`src/rtl/onebyeight_tdm_demux.sv`:
```
// -----------------------------------------------------------------------------
// onebyeight_tdm_demux
//
// Receive end of an 8:1 time-division multiplexer. A start-of-frame marker
// (sof) identifies slot 0. One word per slot is collected into shadow
// registers. When the eighth word of a correctly framed set arrives, all eight
// channels are presented together on registered outputs, with a one-cycle
// frame_valid strobe. Framing violations produce a one-cycle sync_err pulse.
//
// Ports:
//   clk          rising-edge clock
//   rst          asynchronous, active-high reset
//   din          time-multiplexed channel word (WIDTH bits)
//   din_valid    qualifies din/sof; low = idle beat, no state change
//   sof          start of frame; marks the current beat as slot 0
//   y0..y7       demuxed channels a..h (slot 0..7), held between frames
//   frame_valid  one-cycle pulse: y0..y7 were updated on the preceding edge
//   locked       high while in the COLLECT state
//   sync_err     one-cycle pulse on a framing violation
// -----------------------------------------------------------------------------
module onebyeight_tdm_demux #(
  parameter int WIDTH = 4
) (
  input  logic             clk,
  input  logic             rst,
  input  logic [WIDTH-1:0] din,
  input  logic             din_valid,
  input  logic             sof,
  output logic [WIDTH-1:0] y0,
  output logic [WIDTH-1:0] y1,
  output logic [WIDTH-1:0] y2,
  output logic [WIDTH-1:0] y3,
  output logic [WIDTH-1:0] y4,
  output logic [WIDTH-1:0] y5,
  output logic [WIDTH-1:0] y6,
  output logic [WIDTH-1:0] y7,
  output logic             frame_valid,
  output logic             locked,
  output logic             sync_err
);

  localparam logic [0:0] HUNT    = 1'b0;
  localparam logic [0:0] COLLECT = 1'b1;

  logic [0:0]       state;
  logic [2:0]       slot;
  // Slot 7 never needs a shadow: its word goes straight to y7 on the
  // completing edge, so only slots 0..6 are buffered.
  logic [WIDTH-1:0] shadow [0:6];

  assign locked = (state == COLLECT);

  // NOTE: all state, including the shadow array, is updated with non-blocking
  // assignments so every register samples pre-edge values; the shadow array is
  // small and is explicitly cleared on reset so a frame never exposes stale
  // data from before the reset.
  always_ff @(posedge clk or posedge rst) begin
    if (rst) begin
      state       <= HUNT;
      slot        <= 3'd0;
      for (int i = 0; i < 7; i++) shadow[i] <= '0;
      y0          <= '0;
      y1          <= '0;
      y2          <= '0;
      y3          <= '0;
      y4          <= '0;
      y5          <= '0;
      y6          <= '0;
      y7          <= '0;
      frame_valid <= 1'b0;
      sync_err    <= 1'b0;
    end else begin
      // Strobes drop on every edge that does not re-assert them.
      frame_valid <= 1'b0;
      sync_err    <= 1'b0;

      if (din_valid) begin
        if (state == HUNT) begin
          // Non-sof beats are silently discarded while hunting.
          if (sof) begin
            shadow[0] <= din;
            slot      <= 3'd1;
            state     <= COLLECT;
          end
        end else begin
          if (sof) begin
            // A sof anywhere but slot 0 (including slot 7) abandons the
            // partial frame; the beat itself starts a fresh frame.
            if (slot != 3'd0) sync_err <= 1'b1;
            shadow[0] <= din;
            slot      <= 3'd1;
          end else if (slot == 3'd0) begin
            // Expected a sof here: framing is lost.
            sync_err <= 1'b1;
            state    <= HUNT;
          end else if (slot == 3'd7) begin
            // Last slot: publish the whole frame on this same edge.
            y0          <= shadow[0];
            y1          <= shadow[1];
            y2          <= shadow[2];
            y3          <= shadow[3];
            y4          <= shadow[4];
            y5          <= shadow[5];
            y6          <= shadow[6];
            y7          <= din;
            frame_valid <= 1'b1;
            slot        <= 3'd0;
          end else begin
            shadow[slot] <= din;
            slot         <= slot + 3'd1;
          end
        end
      end
    end
  end

endmodule

```
`config.mk`:
```
export PLATFORM = sky130hd
export DESIGN_NAME = onebyeight_tdm_demux
export DESIGN_NICKNAME = d
export VERILOG_FILES = /design/src/rtl/onebyeight_tdm_demux.sv
export SDC_FILE = /design/constraint.sdc
export NUM_CORES = 1
export LEC_CHECK = 0
export CAP_MARGIN = 0
export CORE_ASPECT_RATIO = 1.2
export CORE_UTILIZATION = 48
export CTS_CLUSTER_SIZE = 20
export DETAILED_ROUTE_END_ITERATION = 16
export GPL_TIMING_DRIVEN = 0
export PLACE_DENSITY = 0.72
export SLEW_MARGIN = 20
export SYNTH_ARGS = -nofsm -noshare
export SYNTH_HDL_FRONTEND = slang
export SYNTH_SLANG_ARGS = --single-unit
```
`constraint.sdc`:
```
create_clock -name clk -period 2.1 [get_ports clk]
set_input_delay 0.42 -clock clk [delete_from_list [all_inputs] [get_ports clk]]
set_output_delay 0.42 -clock clk [all_outputs]
set_load 0.01 [all_outputs]
```
# After elaboration in Yosys (flattened, before gate mapping)
# Index checks and enable logic that the tools add are counted.
totals:
  register_bits: 66
  latchBits: 0
  ram_bits: 0
  romBits: 0
  input_bits: 8
  output_inout_bits: 35
  elab_cells: 64
  n_memories: 0
classes:
  add_sub_neg: 1
  multipliers: 0
  div_mod_pow: 0
  magnitude_cmp: 2
  eq_ne: 3
  n_shift: 0
  muxes: 27
  bitwise_logic: 4
  reduce_logical: 8
op_table:
  columns: ["cell", "count"]
  rows:
  - ["28-bit two-way mux", 2]
  - ["28-bit bitwise mux", 1]
  - ["4-bit two-way mux", 4]
  - ["3-bit two-way mux", 5]
  - ["1-bit two-way mux", 14]
  - ["4-bit demux with 3-bit select", 1]
  - ["5-bit AND reduction", 2]
  - ["4-bit >= comparator, second input constant", 1]
  - ["4-bit by 1-bit less-than comparator with 1-bit output, second input constant", 1]
  - ["2-bit inequality test, second input constant", 2]
  - ["3-bit inverter with 4-bit output", 1]
  - ["4-bit AND reduction", 1]
  - ["3-bit by 1-bit adder with 3-bit output, second input constant", 1]
  - ["3-bit equality test, second input constant", 1]
  - ["3-bit logical NOT", 1]
  - ["1-bit inverter", 3]
  - ["3-bit AND reduction", 1]
  - ["3-bit nonzero test", 1]
  - ["2-bit nonzero test", 1]
  - ["1-bit logical AND", 1]

# Longest topological paths before layout
logic_depth:
  depth_word: 10
  depth_mapped: 9
  mapped_depth_nobuf: 8

# Worst setup path before layout
# OpenSTA, ideal clock, no wires.
synth_path:
  kind: "reg2reg"
  from: "register slot[0]"
  to: "register y6[0]"
  setup_time_ns: 0.125
  arrival_time_ns: 1.952
  t_required_ns: 1.975
  slack_ns: 0.023
  path_stages_with_launch: 9
  n_path_buf: 1
  synth_period_minus_slack_ns: 2.077
  path_cell_list: "dfrtp_1 -> inv_1 -> ha_1 -> nor2b_1 -> inv_1 -> ha_1 -> nand4_2 -> clkbuf_1 -> mux2_2"
synth_via:
  elab_chain_len: 3
  elab_cells_between_ends: 4
  cone_classes: "1 x eq/ne; 1 x bitwise; 2 x reduce/logical"
synth_rtl:
  columns: ["item", "line", "source"]
  rows:
  - ["from (decl)", "46", "logic [2:0] slot;"]
  - ["from (signal assigned)", "110", "slot <= slot + 3'd1;"]
  - ["3-bit logical NOT", "92", "end else if (slot == 3'd0) begin"]
  - ["1-bit inverter (no source line)", null, null]
  - ["5-bit AND reduction (no source line) (*)", null, null]
  - ["to (signal assigned)", "104", "y6 <= shadow[6];"]
  - ["to (decl)", "35", "output logic [WIDTH-1:0] y6,"]
# Mark *: on every way between the ends. The rest lies on a longest branch, timed or not.
# A chain may end at the register's enable or synchronous reset.

# Worst setup path after layout
layout_path:
  from: "register slot[0]"
  to: "register shadow[11] (netlist name)"
layout_via:
  elab_chain_len: 6
  elab_cells_between_ends: 12
  cone_classes: "2 x order compare; 1 x eq/ne; 3 x mux; 3 x bitwise; 3 x reduce/logical"
layout_rtl:
  columns: ["item", "line", "source"]
  rows:
  - ["3-bit inverter with 4-bit output (implied by the code)", "109", "shadow[slot] <= din;"]
  - ["4-bit >= comparator (implied by the code) / 4-bit by 1-bit less-than comparator with 1-bit output (equally long branches)", "109", null]
  - ["1-bit logical AND (implied by the code)", "109", null]
  - ["4-bit two-way mux (implied by the code)", "109", null]
  - ["4-bit demux with 3-bit select", "109", null]
  - ["28-bit bitwise mux", "109", null]
  - ["to (signal, indexed assignment)", "109", null]
  - ["to (decl)", "49", "logic [WIDTH-1:0] shadow [0:6];"]
# Parallel ways exist; a longest one is shown, timed or not.

==> run_results.csv <==
group,metric,value,unit
timing,max_freq,493,MHz
clock_network,cts_buffer_depth,2,
grt,grt_first_pass_wirelength,8280,microns
setup_path,critical_path.max_fanout,6,
logic_synthesis,synth_area_leaders,"dfrtp_1 (60%), mux2_2 (19%), mux2_4 (3.3%)",
grt,grt_start_max_net_pins,48,
timing,finClkSkew,0.00865,ns
logic_synthesis,synth_edf_count,0,
grt,antenna_found_initial,0,
setup_path,start_kind,"register",
timing,min_period,2.03,ns
logic_synthesis,syn_nets,203,
floorplan,die_width,71.0,microns
route,viasPerCell,5.26,
timing,hold_viol_final,0,
run,cap_violations,0,
finish,layout.nets,262,
timing,setup_tns,0,ns
timing,slew_viol_final,0,
placement,dp_slack,-0.410,ns
finish,multi_input_comb_area,1050,sq um
logic_synthesis,avgSynthCellArea,14.5,sq um
setup_path,path_delay_family,"simple AND/OR/NAND/NOR gates",
pwr,power_density,1070,nW/um^2
setup_path,cp.required,2.32,ns
finish,final_common_cell,"dfrtp_1",
clock_network,path_clk_slew,0.07,ns
outcome,status,"complete, no violations",
logic_synthesis,syn_area,2740,sq um
pwr,p_leak,1.74,nW
pwr,ir_drop,0.000577,V
setup_path,r2r_end,"shadow[11]",
grt,grt-ovfl-total,0,
setup_path,cp_slowest_cell,"dfrtp_2",
clock_network,cts_root_buf,"clkbuf_8",
setup_path,slowest_delay,0.43,ns
logic_synthesis,synth_cell_types,31,
worst_hold_path,hold_class,"in2async",
route,drt-total-wl,4890,microns
timing,tightest_slew,0.692,ns
timing,setup_ws,0.0736,ns
setup_path,path_cells,"ha_2 -> ha_4 -> and2b_2 -> nand3_2 -> or2_1 -> buf_6 -> mux2_4",
clock_network,htreeDepth,3,
timing,min_period_over_period,96.5,%
route,vias,1656,
finish,postLayoutCellArea,3560,sq um
setup_path,worstSetupPathType,"reg2reg",
finish,layout.area.seq,1650,sq um
setup_path,arrival,2.25,ns
placement,gp_congestion,0.843,
timing,slew_headroom,53.3,%
route,drc_errors,0,
timing,rsz0062_at_grt,"no",
placement,dpl_cell_area,3270,sq um
logic_synthesis,synth-seq-cells,66,
placement,post-dp-hpwl,3300,microns
setup_path,rrSetupSlack,0.07,ns
floorplan,ios,43,
finish,final_cell_mix,"dfrtp_1 (64), mux2_2 (46), clkdlybuf4s50_1 (42)",
placement,io_buffers,42,
clock_network,cts.sinks,66,
logic_synthesis,syn_inst,189,
floorplan,initial_core_util,50.7,%
clock_network,clkLatencyLatePin,0.34,ns
route,drtIter0Drc,81,
clock_network,cts_tree,"yes",
floorplan,dieArea,6020,sq um
pwr,total_power,3.80,mW
grt,first_global_vias,1669,
clock_network,cts_made_buffers,9,
route,antenna_left,0,
setup_path,ff2ff_path_depth,7,
logic_synthesis,synthFlopType,"dfrtp_1",
clock_network,cts_hold_buf,0,
logic_synthesis,yosysWarnings,0,
floorplan,rows,29,
finish,fillerInstances,414,
setup_path,cp_num_buf_inv,1,
floorplan,die_height,84.8,microns
finish,antennaDiodeCount,0,
logic_synthesis,yosysTopAreaCellShare,60.2,%
setup_path,end_kind,"register",
route,wl_per_cell,15.5,microns
finish,drive_above_1_share,38.7,%
timing,final-setup-viol-count,0,
logic_synthesis,yosysTopAreaCell,"dfrtp_1",
logic_synthesis,async_flop_share,100,%
setup_path,r2r_start,"slot[0]",
floorplan,core,5410,sq um
grt,track_usage,18.4,%
finish,area_growth,29.8,%
logic_synthesis,seq_area_frac_synth,60.2,%
route,drtPass1Iterations,6,
==> layer usage <==
| metal | vias up | part of all wire (%) | GRT usage [%] |
|---|---|---|---|
| met3 | 9 | 3.3 | 4.92 |
| met1 | 838 | 47 | 24.6 |
| met4 | 0 | 1.5 | 7.09 |
| li1 | 780 | - | - |
| met2 | 29 | 48 | 28.9 |
| met5 | - | 0 | 0 |
==> power breakdown <==
group / internal (mW) / switching (mW) / leakage (nW) / total, mW
clock network: 0.459 / 0.490 / 0.0882 / 0.949
registers: 1.60 / 0.182 / 0.886 / 1.78
logic: 0.601 / 0.467 / 0.765 / 1.07
==> stage by stage <==
| step | hold slack [ns] | cells | utilization (%) |
|---|---|---|---|
| 2_1_floorplan | 0.475 | 189 | - |
| 3_3_place_gp | 0.469 | 293 | 59.9 |
| 3_5_place_dp | 0.478 | 294 | 60.5 |
| 4_1_cts | 0.388 | 313 | 65.1 |
| 5_1_grt | 0.399 | 315 | 65.8 |
| 6_report | 0.386 | 315 | 65.8 |
==> worst max path at each step <==
stage,from,to,slack [ns],depth (start not counted)
floorplan,slot[0],y6[0],0.02,8
global placement,rst,y7[2],-1.12,2
detailed placement,sof,y6[0],-0.41,6
CTS,slot[0],shadow[11],0.01,7
global route,slot[1],shadow[11],0.002,7
finish,slot[0],shadow[11],0.07,7
==> cells in the mapped netlist (2+ instances only) <==
| master | n |
|---|---|
| dfrtp_1 | 66 |
| mux2_2 | 46 |
| nand2_1 | 14 |
| inv_1 | 10 |
| ha_1 | 6 |
| mux2_4 | 6 |
| o21ai_0 | 6 |
| mux2i_1 | 4 |
| buf_6 | 3 |
| buf_2 | 2 |
| nand3_1 | 2 |
| nor2_1 | 2 |
| nor2b_1 | 2 |
| nor3_2 | 2 |
| or2_1 | 2 |
==> flip-flops by register name, indices dropped and copies added, names as in the netlist <==
name	count
frame_valid	1
locked	1
shadow	28
slot	3
sync_err	1
y0	4
y1	4
y2	4
y3	4
y4	4
y5	4
y6	4
y7	4
==> timing repair <==
item / 4_1_cts / 5_1_grt
gates resized for setup: 14 / 7
endpoints found under the setup margin: 46 / 42
pin swaps: 1 / 0
setup buffers: 3 / 2
==> cell type report <==
| class | count | area share (%) |
|---|---|---|
| Buffer | 6 | 1.97 |
| Clock buffer | 10 | 3.87 |
| Clock inverter | 6 | 1.20 |
| Inverter | 10 | 1.13 |
| Multi-Input combinational cell | 107 | 29.5 |
| Sequential cell | 66 | 46.5 |
| Tap cell | 62 | 2.18 |
| Timing Repair Buffer | 48 | 13.6 |
==> kinds of logic after synthesis <==
group / count (synthesis) / synth area share, %
adder cells (fa/ha/maj): 6 / 2.74
AO/OA/AOI/OAI: 12 / 2.92
multiplexers: 56 / 23.6
flip-flops: 66 / 60.2
AND/OR/NAND/NOR: 33 / 7.35
buffers and inverters: 16 / 3.10
(Power assumes the default switching activity.)
